==> config.mk <==
export PLATFORM = sky130hd
export DESIGN_NAME = id_ex_stage
export DESIGN_NICKNAME = d
export VERILOG_FILES = /design/src/rtl/id_ex_stage.sv
export SDC_FILE = /design/constraint.sdc
export NUM_CORES = 1
export LEC_CHECK = 0
export CAP_MARGIN = 20
export CORE_ASPECT_RATIO = 1.75
export CORE_MARGIN = 1
export CORE_UTILIZATION = 50
export DETAILED_ROUTE_END_ITERATION = 6
export PLACE_DENSITY = 0.81
export SYNTH_ARGS = -nofsm -noshare
export SYNTH_HDL_FRONTEND = slang
export SYNTH_SLANG_ARGS = --single-unit
==> constraint.sdc <==
create_clock -name clk_i -period 2 [get_ports clk_i]
set_input_delay 0.2 -clock clk_i [delete_from_list [all_inputs] [get_ports clk_i]]
set_output_delay 0.2 -clock clk_i [all_outputs]
set_load 0.05 [all_outputs]
==> src/rtl/id_ex_stage.sv <==
// ID->EX pipeline stage: decodes ALU control, resolves the operand-2 mux and
// buffers up to two decoded instructions in an OUT/SKID pair so that EX can
// stall without a combinational ready path back into ID.
module id_ex_stage #(
  parameter int unsigned DATA_W     = 32,
  parameter int unsigned REG_ADDR_W = 5
) (
  input  logic                  clk_i,
  input  logic                  rst_i,
  input  logic                  flush_i,
  input  logic                  valid_i,
  output logic                  ready_o,
  input  logic [DATA_W-1:0]     rs1_data_i,
  input  logic [DATA_W-1:0]     rs2_data_i,
  input  logic [DATA_W-1:0]     imm_i,
  input  logic                  ALUSrc_i,
  input  logic [1:0]            ALUOp_i,
  input  logic [9:0]            funct_i,
  input  logic [REG_ADDR_W-1:0] rd_addr_i,
  input  logic                  RegWrite_i,
  input  logic                  MemRead_i,
  input  logic                  MemWrite_i,
  input  logic                  MemtoReg_i,
  output logic                  valid_o,
  input  logic                  ready_i,
  output logic [DATA_W-1:0]     data1_o,
  output logic [DATA_W-1:0]     data2_o,
  output logic [2:0]            ALUCtrl_o,
  output logic [DATA_W-1:0]     rs2_data_o,
  output logic [REG_ADDR_W-1:0] rd_addr_o,
  output logic                  RegWrite_o,
  output logic                  MemRead_o,
  output logic                  MemWrite_o,
  output logic                  MemtoReg_o
);

  localparam logic [2:0] CTRL_PASS = 3'b000;
  localparam logic [2:0] CTRL_SUM  = 3'b001;
  localparam logic [2:0] CTRL_SUB  = 3'b010;
  localparam logic [2:0] CTRL_AND  = 3'b011;
  localparam logic [2:0] CTRL_OR   = 3'b100;
  localparam logic [2:0] CTRL_XOR  = 3'b101;
  localparam logic [2:0] CTRL_MUL  = 3'b110;

  typedef struct packed {
    logic [DATA_W-1:0]     data1;
    logic [DATA_W-1:0]     data2;
    logic [2:0]            alu_ctrl;
    logic [DATA_W-1:0]     rs2_data;
    logic [REG_ADDR_W-1:0] rd_addr;
    logic                  reg_write;
    logic                  mem_read;
    logic                  mem_write;
    logic                  mem_to_reg;
  } entry_t;

  entry_t     out_q, out_d, skid_q, skid_d, in_entry_c;
  logic       out_valid_q, out_valid_d;
  logic       skid_valid_q, skid_valid_d;
  logic       ready_q;
  logic [2:0] alu_ctrl_c;
  logic [6:0] f7_c;
  logic [2:0] f3_c;
  logic       xfer_in_c, drain_c;

  assign f7_c = funct_i[9:3];
  assign f3_c = funct_i[2:0];

  // ALU control decode from ALUOp and {funct7, funct3}
  always_comb begin
    alu_ctrl_c = CTRL_PASS;
    case (ALUOp_i)
      2'b00: alu_ctrl_c = CTRL_SUM;
      2'b01: alu_ctrl_c = CTRL_SUB;
      2'b10: begin
        if (f7_c == 7'b0000000) begin
          case (f3_c)
            3'b000:  alu_ctrl_c = CTRL_SUM;
            3'b111:  alu_ctrl_c = CTRL_AND;
            3'b110:  alu_ctrl_c = CTRL_OR;
            3'b100:  alu_ctrl_c = CTRL_XOR;
            default: alu_ctrl_c = CTRL_PASS;
          endcase
        end else if (f7_c == 7'b0100000 && f3_c == 3'b000) begin
          alu_ctrl_c = CTRL_SUB;
        end else if (f7_c == 7'b0000001 && f3_c == 3'b000) begin
          alu_ctrl_c = CTRL_MUL;
        end
      end
      default: begin
        case (f3_c)
          3'b000:  alu_ctrl_c = CTRL_SUM;
          3'b111:  alu_ctrl_c = CTRL_AND;
          3'b110:  alu_ctrl_c = CTRL_OR;
          3'b100:  alu_ctrl_c = CTRL_XOR;
          default: alu_ctrl_c = CTRL_PASS;
        endcase
      end
    endcase
  end

  // Assemble the incoming entry with operand 2 already muxed
  always_comb begin
    in_entry_c            = '0;
    in_entry_c.data1      = rs1_data_i;
    in_entry_c.data2      = ALUSrc_i ? imm_i : rs2_data_i;
    in_entry_c.alu_ctrl   = alu_ctrl_c;
    in_entry_c.rs2_data   = rs2_data_i;
    in_entry_c.rd_addr    = rd_addr_i;
    in_entry_c.reg_write  = RegWrite_i;
    in_entry_c.mem_read   = MemRead_i;
    in_entry_c.mem_write  = MemWrite_i;
    in_entry_c.mem_to_reg = MemtoReg_i;
  end

  assign xfer_in_c = valid_i & ready_q;
  assign drain_c   = out_valid_q & ready_i;

  // Next-state for the OUT/SKID pair; SKID only fills when OUT is stalled
  always_comb begin
    out_d        = out_q;
    skid_d       = skid_q;
    out_valid_d  = out_valid_q;
    skid_valid_d = skid_valid_q;
    if (flush_i) begin
      out_valid_d  = 1'b0;
      skid_valid_d = 1'b0;
    end else if (skid_valid_q) begin
      if (drain_c) begin
        out_d        = skid_q;
        skid_valid_d = 1'b0;
      end
    end else if (xfer_in_c) begin
      if (!out_valid_q || drain_c) begin
        out_d       = in_entry_c;
        out_valid_d = 1'b1;
      end else begin
        skid_d       = in_entry_c;
        skid_valid_d = 1'b1;
      end
    end else if (drain_c) begin
      out_valid_d = 1'b0;
    end
  end

  // State registers with synchronous active-low reset
  always_ff @(posedge clk_i) begin
    if (!rst_i) begin
      out_q        <= '0;
      skid_q       <= '0;
      out_valid_q  <= 1'b0;
      skid_valid_q <= 1'b0;
      ready_q      <= 1'b1;
    end else begin
      out_q        <= out_d;
      skid_q       <= skid_d;
      out_valid_q  <= out_valid_d;
      skid_valid_q <= skid_valid_d;
      ready_q      <= ~skid_valid_d;
    end
  end

  assign ready_o    = ready_q;
  assign valid_o    = out_valid_q;
  assign data1_o    = out_q.data1;
  assign data2_o    = out_q.data2;
  assign ALUCtrl_o  = out_q.alu_ctrl;
  assign rs2_data_o = out_q.rs2_data;
  assign rd_addr_o  = out_q.rd_addr;
  assign RegWrite_o = out_q.reg_write;
  assign MemRead_o  = out_q.mem_read;
  assign MemWrite_o = out_q.mem_write;
  assign MemtoReg_o = out_q.mem_to_reg;

endmodule
==> metrics.csv <==
stage;metric;value;unit
outcome;outcome;complete, no violations;
logic_synthesis;Post-Syn Area;9510;um^2
route;DRC violations left;0;
timing;Slew Limit Fails;0;
logic_synthesis;syn_nets;1168;
clock_tree;worst skew pair latency;500;ps
power_and_ir_drop;leakage;5.52;nW
critical_path;Crit. End Element;output port;
timing;final setup vio count;0;
timing;Tmin final;1930;ps
timing;Final Skew;19.5;ps
logic_synthesis;Yosys reg bits;219;
clock_tree;H-tree depth;1;
layout;Layout area overhead;33.3;%
clock_tree;CTS root buffer;clkbuf_16;
placement;Buffers on Ports;232;
clock_tree;TritonCTS clock tree;built;
route;vias per cell;5.49;
layout;Finished Core Util;0.682;
hold_path;hold depth;2;
die;row count;66;
power_and_ir_drop;worst vdd ir;0.653;mV
critical_path;WP data required;1800;ps
global_route;global-route wire length before repair;38300;um
layout;Design Area, Final;12700;um^2
critical_path;Reg2Reg Depth;4;
critical_path;R2R Setup Slk;280;ps
hold_path;HP Class;in2reg;
route;routed wire length;24100;um
clock_tree;CTS resizes;1;
clock_tree;Post-CTS Setup Bufs;0;
layout;fillcell total;1496;
route;Pre-antenna DRT Iters;6;
global_route;GRT Overall Usage;0.241;
logic_synthesis;post-synthesis cell type count;35;
hold_path;Worst Hold End;MemtoReg_o;
placement;placed instance area;12000;um^2
die;Starting Density;0.512;
global_route;largest net degree at the start of global routing;74;
placement;RD Place Congestion;0.824;
clock_tree;clk sinks;219;
timing;fmax;519;MHz
logic_synthesis;Synth Area per Inst;9.10;um^2
global_route;GR Util met3;0.0339;
logic_synthesis;Post-Syn Instances;1045;
timing;final hold viol count;0;
global_route;M2 GR Usage;0.436;
power_and_ir_drop;Cell Pwr Density;801;nW/um^2
clock_tree;clock buffer depth;3;
critical_path;crit path buf inv count;1;
route;final antenna-violating net count;0;
critical_path;Critical-path top delay cell;clkdlybuf4s50_1;
global_route;initial antenna violation count;0;
critical_path;Crit Reg-Reg Endpoint;rs2_data_o[29];
route;WL per Instance;16.2;um
logic_synthesis;Yosys Warn Count;0;
clock_tree;cts hold-fix bufs;0;
layout;most frequent cells in the layout;336 x nand2_1, 228 x clkdlybuf4s50_1, 218 x dfxtp_1;
logic_synthesis;register area share after synthesis;0.461;
layout;share of cells above drive strength 1;0.0522;
timing;slew of the pin with the lowest slew margin;897;ps
layout;commonest non-fill, non-tap cell in the layout;nand2_1;
global_route;met1 GRT Util;0.269;
clock_tree;clk slew on worst S/H paths;60;ps
die;Die ar.;19600;um^2
critical_path;crit start category;flop;
power_and_ir_drop;total power;10.2;mW
global_route;vias in the first global route;7863;
die;Die W;106;um
timing;period utilization;0.964;
die;Die H;184;um
critical_path;reg2reg start;skid_valid_q;
die;# IOs;233;
logic_synthesis;fraction of registers with async set/reset;0;
global_route;GRT busiest layer;met2;
logic_synthesis;EDFF count, synth;0;
critical_path;crit path DAT;1730;ps
critical_path;Critical Path Fanout Max;2;
placement;Post-DP HPWL;15900;um
timing;relative slew slack;0.402;
route;Vias;8146;
die;core area;18600;um^2
timing;RSZ-0062 raised after global routing;no;
layout;nets@finish;1356;
hold_path;worst hold start;rst_i;
critical_path;CP Cell Sequence;clkdlybuf4s50_1;
critical_path;WS Path Type;reg2out;
timing;Setup TNS;0;ps
run;Max-Cap Viols;0;
clock_tree;CTS Buf Count;21;
critical_path;CP delay by family, top;buffers and inverters;
route;DRT iter0 DRCs;313;
critical_path;max incr delay on CP;830;ps
global_route;grt ovf;0;
logic_synthesis;Top FF cell, synth;dfxtp_1;
-- worst max-delay path by stage --
stage / start / to / slack (ps) / depth (start not counted)
floorplan: ready_o / rs2_data_o[10] / 190 / 7
global placement: valid_i / skid_q[83] / 90 / 6
detailed placement: valid_i / skid_q[78] / 50 / 6
CTS: data1_o[4] / data1_o[4] / 60 / 1
global route: data2_o[9] / data2_o[9] / 50 / 1
finish: data1_o[4] / data1_o[4] / 70 / 1
-- layout make-up --
type,instances,area (um^2),share of cell area
Clock buffer,28,582,0.0459
Inverter,5,18.8,0.00148
Antenna cell,1,2.50,0.000197
Sequential cell,219,4390,0.346
Clock inverter,7,66.3,0.00523
Multi-Input combinational cell,730,4680,0.370
Tap cell,238,298,0.0235
Timing Repair Buffer,256,2630,0.208
-- flip-flops by register name, summed over array words and instances, names as in the netlist --
| name | count |
|---|---|
| ALUCtrl_o | 3 |
| MemRead_o | 1 |
| MemWrite_o | 1 |
| MemtoReg_o | 1 |
| RegWrite_o | 1 |
| data1_o | 32 |
| data2_o | 32 |
| rd_addr_o | 5 |
| ready_o | 1 |
| rs2_data_o | 32 |
| skid_q | 108 |
| skid_valid_q | 1 |
| valid_o | 1 |
-- cells in the mapped netlist, types with 2 or more instances --
master | count | area (um^2)
buf_4 | 12 | 90.1
inv_1 | 5 | 18.8
o21ai_0 | 22 | 110
a21boi_0 | 84 | 631
mux2i_1 | 105 | 1050
o211ai_1 | 17 | 128
clkbuf_1 | 40 | 150
a21oi_1 | 9 | 45.0
or4_1 | 2 | 15.0
buf_2 | 39 | 195
o211a_1 | 105 | 1050
a211oi_1 | 2 | 15.0
dfxtp_1 | 219 | 4380
nand3_1 | 4 | 20.0
a211o_1 | 2 | 17.5
a21boi_1 | 21 | 158
nand2b_1 | 3 | 18.8
o21ai_1 | 2 | 10.0
nand2_1 | 336 | 1260
-- kinds of logic after synthesis --
logic type | share of synthesized area
simple gates | 0.147
compound gates | 0.232
flops | 0.461
mux | 0.111
buf+inv | 0.0478
xor+xnor | 0.000921
-- layer usage --
metal / routed length [um] / part of all wire
met3: 1100 / 0.046
met5: 0 / 0
met2: 12200 / 0.51
met1: 9520 / 0.40
met4: 1230 / 0.051
-- power breakdown --
part           internal [mW]  leakage, nW  switching, mW  total (mW)
Clock                   2.17        0.320           1.64        3.81
Combinational          0.723         3.42          0.998        1.72
Sequential              4.53         1.78         0.0954        4.62
-- stage by stage --
| step | hold WS (ps) | setup WS, ps | instances |
|---|---|---|---|
| global route | 141 | 45.3 | 1483 |
| detailed placement | 447 | 45.1 | 1448 |
| finish | 126 | 71.4 | 1484 |
| CTS | 126 | 60.8 | 1483 |
| global placement | 440 | 91.1 | 1448 |
| floorplan | 335 | 186 | 1045 |
Power figures use the tool's default switching activity.
